<file path="config.mk">
export PLATFORM = sky130hd
export DESIGN_NAME = crc32_d8_check
export DESIGN_NICKNAME = d
export VERILOG_FILES = /design/src/rtl/crc32_d8_check.sv
export SDC_FILE = /design/constraint.sdc
export NUM_CORES = 1
export LEC_CHECK = 0
export BUFFER_PORTS_ARGS = -buffer_cell sky130_fd_sc_hd__buf_2
export CAP_MARGIN = 20
export CORE_ASPECT_RATIO = 2
export CORE_MARGIN = 2
export CORE_UTILIZATION = 30
export CTS_CLUSTER_DIAMETER = 200
export DETAILED_ROUTE_END_ITERATION = 8
export PLACE_DENSITY_LB_ADDON = 0.15
export SLEW_MARGIN = 15
export SYNTH_ARGS = -nofsm -noshare
export SYNTH_HDL_FRONTEND = slang
export SYNTH_SLANG_ARGS = --single-unit
</file>
<file path="constraint.sdc">
create_clock -name sclk -period 2.5 [get_ports sclk]
set_input_delay 0.375 -clock sclk [delete_from_list [all_inputs] [get_ports sclk]]
set_output_delay 0.375 -clock sclk [all_outputs]
set_load 0.03 [all_outputs]
</file>
<file path="src/rtl/crc32_d8_check.sv">
// Gigabit Ethernet receive frame checker.
// Strips preamble/SFD, runs CRC32 over the frame including the FCS, checks
// the good-frame residue and frame length, and forwards the frame without
// its FCS. A one-cycle status pulse is emitted at the end of every frame.
module crc32_d8_check #(
  parameter int PRE_MIN = 1,
  parameter int MIN_LEN = 64,
  parameter int MAX_LEN = 1518
) (
  input  logic        sclk,
  input  logic        rst,
  input  logic        dsin,
  input  logic [7:0]  din,
  output logic        dsout,
  output logic [7:0]  dout,
  output logic        frame_done,
  output logic        crc_ok,
  output logic        crc_err,
  output logic        len_err,
  output logic [10:0] frame_len
);

  localparam logic [31:0] CRC_INIT = 32'hFFFF_FFFF;
  localparam logic [31:0] CRC_POLY = 32'h04C1_1DB7;
  localparam logic [31:0] RESIDUE  = 32'hC704_DD7B;
  localparam logic [7:0]  PRE_BYTE = 8'h55;
  localparam logic [7:0]  SFD_BYTE = 8'hD5;
  localparam logic [7:0]  PRE_REQ  = 8'(PRE_MIN);
  localparam logic [10:0] LEN_LO   = 11'(MIN_LEN);
  localparam logic [10:0] LEN_HI   = 11'(MAX_LEN);

  typedef enum logic [1:0] {GAP, IDLE, PRE, DATA} state_t;

  state_t      state;
  logic [7:0]  pre_cnt;
  logic [31:0] crc;
  logic [10:0] len;
  logic [7:0]  s0, s1, s2, s3;
  logic        crc_bad;
  logic        len_bad;

  // Byte-wide CRC32 step: MSB-first register, wire bit 0 of the byte first.
  function automatic logic [31:0] crc_next(input logic [31:0] c, input logic [7:0] d);
    logic [31:0] r;
    logic        fb;
    r = c;
    for (int i = 0; i < 8; i++) begin
      fb = r[31] ^ d[i];
      r  = {r[30:0], 1'b0} ^ (fb ? CRC_POLY : 32'h0);
    end
    return r;
  endfunction

  function automatic logic [10:0] sat_inc11(input logic [10:0] v);
    return (v == 11'h7FF) ? v : v + 11'd1;
  endfunction

  function automatic logic [7:0] sat_inc8(input logic [7:0] v);
    return (v == 8'hFF) ? v : v + 8'd1;
  endfunction

  // End-of-frame verdicts, consumed only on the dsin-fall edge in DATA.
  always_comb begin
    crc_bad = (crc != RESIDUE);
    len_bad = (len < LEN_LO) || (len > LEN_HI);
  end

  // Frame FSM, CRC/length accumulation, payload output and status registers.
  always_ff @(posedge sclk) begin
    if (rst) begin
      state      <= GAP;
      pre_cnt    <= 8'd0;
      crc        <= CRC_INIT;
      len        <= 11'd0;
      dsout      <= 1'b0;
      dout       <= 8'd0;
      frame_done <= 1'b0;
      crc_ok     <= 1'b0;
      crc_err    <= 1'b0;
      len_err    <= 1'b0;
      frame_len  <= 11'd0;
    end else begin
      frame_done <= 1'b0;
      dsout      <= 1'b0;
      dout       <= 8'd0;
      case (state)
        GAP: begin
          if (!dsin) state <= IDLE;
        end
        IDLE: begin
          if (dsin) begin
            if (din == PRE_BYTE) begin
              state   <= PRE;
              pre_cnt <= 8'd1;
            end else begin
              state <= GAP;
            end
          end
        end
        PRE: begin
          if (!dsin) begin
            state <= IDLE;
          end else if (din == PRE_BYTE) begin
            pre_cnt <= sat_inc8(pre_cnt);
          end else if (din == SFD_BYTE && pre_cnt >= PRE_REQ) begin
            state <= DATA;
            crc   <= CRC_INIT;
            len   <= 11'd0;
          end else begin
            state <= GAP;
          end
        end
        DATA: begin
          if (dsin) begin
            crc <= crc_next(crc, din);
            len <= sat_inc11(len);
            // Byte in s3 is released only once a later 4th byte exists,
            // so the trailing FCS never reaches dout.
            if (len >= 11'd4) begin
              dsout <= 1'b1;
              dout  <= s3;
            end
          end else begin
            state      <= IDLE;
            frame_done <= 1'b1;
            crc_err    <= crc_bad;
            len_err    <= len_bad;
            crc_ok     <= !crc_bad && !len_bad;
            frame_len  <= len;
          end
        end
        default: state <= GAP;
      endcase
    end
  end

  // FCS-stripping delay line; held clear outside DATA so frames never mix.
  always_ff @(posedge sclk) begin
    if (state != DATA) begin
      s0 <= 8'd0;
      s1 <= 8'd0;
      s2 <= 8'd0;
      s3 <= 8'd0;
    end else if (dsin) begin
      s0 <= din;
      s1 <= s0;
      s2 <= s1;
      s3 <= s2;
    end
  end

endmodule

</file>
==> reports/qor.yml <==
outcome:
  outcome: "finished clean"
cells_and_area:
  drive_above_1_share: 0.147
  diodes: 0
  fin_cells: 795
  nets: 598
  multi_input_area_sq_um: 2910
  regArea_sq_um: 2180
  final_cell_area_sq_um: 6060
  fill_cells: 1793
  syn2layout_area_growth_pct: 15.8
sta:
  grt_setup_unrepaired: "no"
  finalHoldViolCount: 0
  period_share: 0.900
  fin_crit_ns: 2.25
  fin_skew_ns: 0.0129
  finalSetupViolCount: 0
  maxSlewHeadroom: 0.457
  max_freq_mhz: 445
  worst_slack_ns: 0.251
  tightest_slew_ns: 0.808
  finalMaxSlewViolations: 0
  tns_ns: 0
pwr:
  p_per_area_nw_per_um2: 672
  p_leak_nw: 2.36
  p_total_mw: 4.07
  vdd_drop_max_uv: 324
global_routing:
  grt_start_max_net_pins: 40
  grt_pass1_wl_mm: 21.0
  grt_use_total: 0.142
  grt.overflow.total: 0
  antenna_found_initial: 0
  grt_pass1_vias: 3922
synthesis:
  seq_area_frac_synth: 0.417
  synth_area_leaders: "dfxtp_1, xnor2_1, mux2i_1"
  mappedNetlistArea_sq_um: 5230
  ys_ff_latch: 109
  synth_area_per_cell_sq_um: 9.71
  yosysTopAreaCell: "dfxtp_1"
  ys.flop_type: "dfxtp_1"
  async_reset_ff_frac: 0
  yosys_warnings: 0
  syn_nets: 557
  yosysMostFrequentCell: "dfxtp_1"
  synth_common_cells: "dfxtp_1, nand2_1, xnor2_1"
  synth_edf_count: 0
  synthDominantCellAreaShare: 0.417
  synthCells: 539
  synth_cell_types: 48
routing:
  vias_per_cell: 4.86
  drc: 0
  dr_total_vias: 3867
  routed_wl_mm: 12.8
  postRouteAntennaNets: 0
  drtIter0Drc: 132
  wire_per_inst_um: 16.1
  first_pass_iters: 4
min_path:
  whs_endpoint: "s0[1]"
  hold_start: "din[1]"
  hp-class: "primary input to flip-flop"
  holdPathStages: 3
place:
  place_area_sq_um: 5760
  hpwlAfterDp_mm: 9.54
  place_ws_ns: 0.195
  dp_cells: 779
  routabilityCongestion: 0.767
  port_buffers: 34
cts:
  cts_tree: "yes"
  post_cts_buffers: 0
  cts_max_path_buffers: 2
  postCtsResizedCells: 0
  cts_made_buffers: 9
  ctsRootBufferMaster: "clkbuf_16"
  cts.sinks: 109
  clkTransAtPathRegs_ns: 0.08
  ctsHoldBuffers: 0
  clock_latency_ns: 0.35
  htreeDepth: 3
worst_setup_path:
  reg2reg_slack_ns: 0.25
  rr_startpoint: "pre_cnt[0]"
  r2r-end: "len[9]"
  start_kind: "flip-flop"
  end_kind: "flip-flop"
  cp.required_ns: 2.79
  r2r_cells: 7
  path_class: "flip-flop to flip-flop"
  crit_arrival_ns: 2.54
  crit_fanout: 9
floorplanning:
  initial_core_util: 0.304
  pin_count: 35
  die_h_um: 191
  core_area_sq_um: 17200
  die_w_um: 97.4
  dieArea_sq_um: 18600
  num_rows: 68
flow_run:
  maxCapViolations: 0
[registers in the layout, summed over array words and instances, names as in the netlist]
name,cells
crc,32
frame_len,11
len,11
dout,8
pre_cnt,8
s0,8
s1,8
s2,8
s3,8
state,2
crc_err,1
crc_ok,1
dsout,1
frame_done,1
len_err,1
[cell type report]
cell class,count,share of cell area
multi-input cells,393,0.480
flip-flops and latches,109,0.360
clock buffers,11,0.0401
repair buffers,60,0.0624
well taps,210,0.0434
clock inverters,5,0.00971
inverters,7,0.00434
[metrics by stage]
step	util	hold slack, ns
6_report	0.352	0.361
4_1_cts	0.352	0.347
5_1_grt	0.352	0.370
2_1_floorplan	-	0.429
3_3_place_gp	0.335	0.442
3_5_place_dp	0.335	0.445
[worst max-delay path: stages (launching register included)]
cell and delay [ns]:
dfxtp_1 0.40, inv_1 0.08, ha_1 0.19, nor4b_1 0.14, a2111o_1 0.45, a21o_4 0.28, or4_1 0.50, a21oi_1 0.14
[cell families (layout without fill, tap and decap cells)]
logic type | count (synthesis) | after routing | synth area share
compound gates | 89 | 89 | 0.115
fa+ha+maj | 7 | 7 | 0.0167
xor+xnor | 76 | 76 | 0.166
mux | 33 | 33 | 0.0631
simple gates | 188 | 188 | 0.195
flops | 109 | 109 | 0.417
buf+inv | 37 | 83 | 0.0280
[placed cells by master, fill, tap and decap left out, types with 2 or more instances in the layout]
master and instances:
and2_1 8, nor3_1 11, o211ai_1 10, nand4b_1 3, buf_4 25, xor3_1 4, nor3b_1 8, o22ai_1 2
nand3_1 7, a211o_1 10, clkinvlp_4 2, xor2_1 13, or3_1 2, xnor2_2 5, dfxtp_1 109, nor2_1 34
a311oi_1 2, a211oi_1 7, inv_1 7, o21ai_0 4, nand4_1 5, nor2b_1 33, or4_1 5, o31ai_1 2
nor4b_1 5, o21bai_1 12, clkbuf_16 9, mux2i_1 33, xnor3_1 7, a21oi_1 34, nor4_1 9, xnor2_1 46
and3_1 5, ha_1 6, buf_2 34, nand2_1 46, or2_2 2
[how the worst max path moves through the flow]
stage	depth (start not counted)	slack [ns]	to	startpoint
after floorplan	8	0.33	len[9]	pre_cnt[0]
after global placement	6	0.20	pre_cnt[4]	din[5]
after detailed placement	6	0.20	pre_cnt[4]	din[5]
after CTS	7	0.26	len[9]	pre_cnt[0]
after global routing	8	0.02	crc[18]	pre_cnt[1]
final	7	0.25	len[9]	pre_cnt[0]
[report_power, final]
part,total [mW],switching (mW),internal [mW]
logic,0.786,0.403,0.383
clock network,1.47,0.663,0.808
registers,1.82,0.0395,1.78
total,4.07,1.11,2.97
[routing by layer]
| layer | vias to the layer above | global-route usage | wire length (um) |
|---|---|---|---|
| li1 | 1957 | - | - |
| met1 | 1821 | 0.155 | 5150 |
| met2 | 72 | 0.269 | 6940 |
| met3 | 17 | 0.0202 | 350 |
| met4 | 0 | 0.0625 | 341 |
| met5 | - | 0 | 0 |
Note: power is estimated with default switching activity, not from simulation.
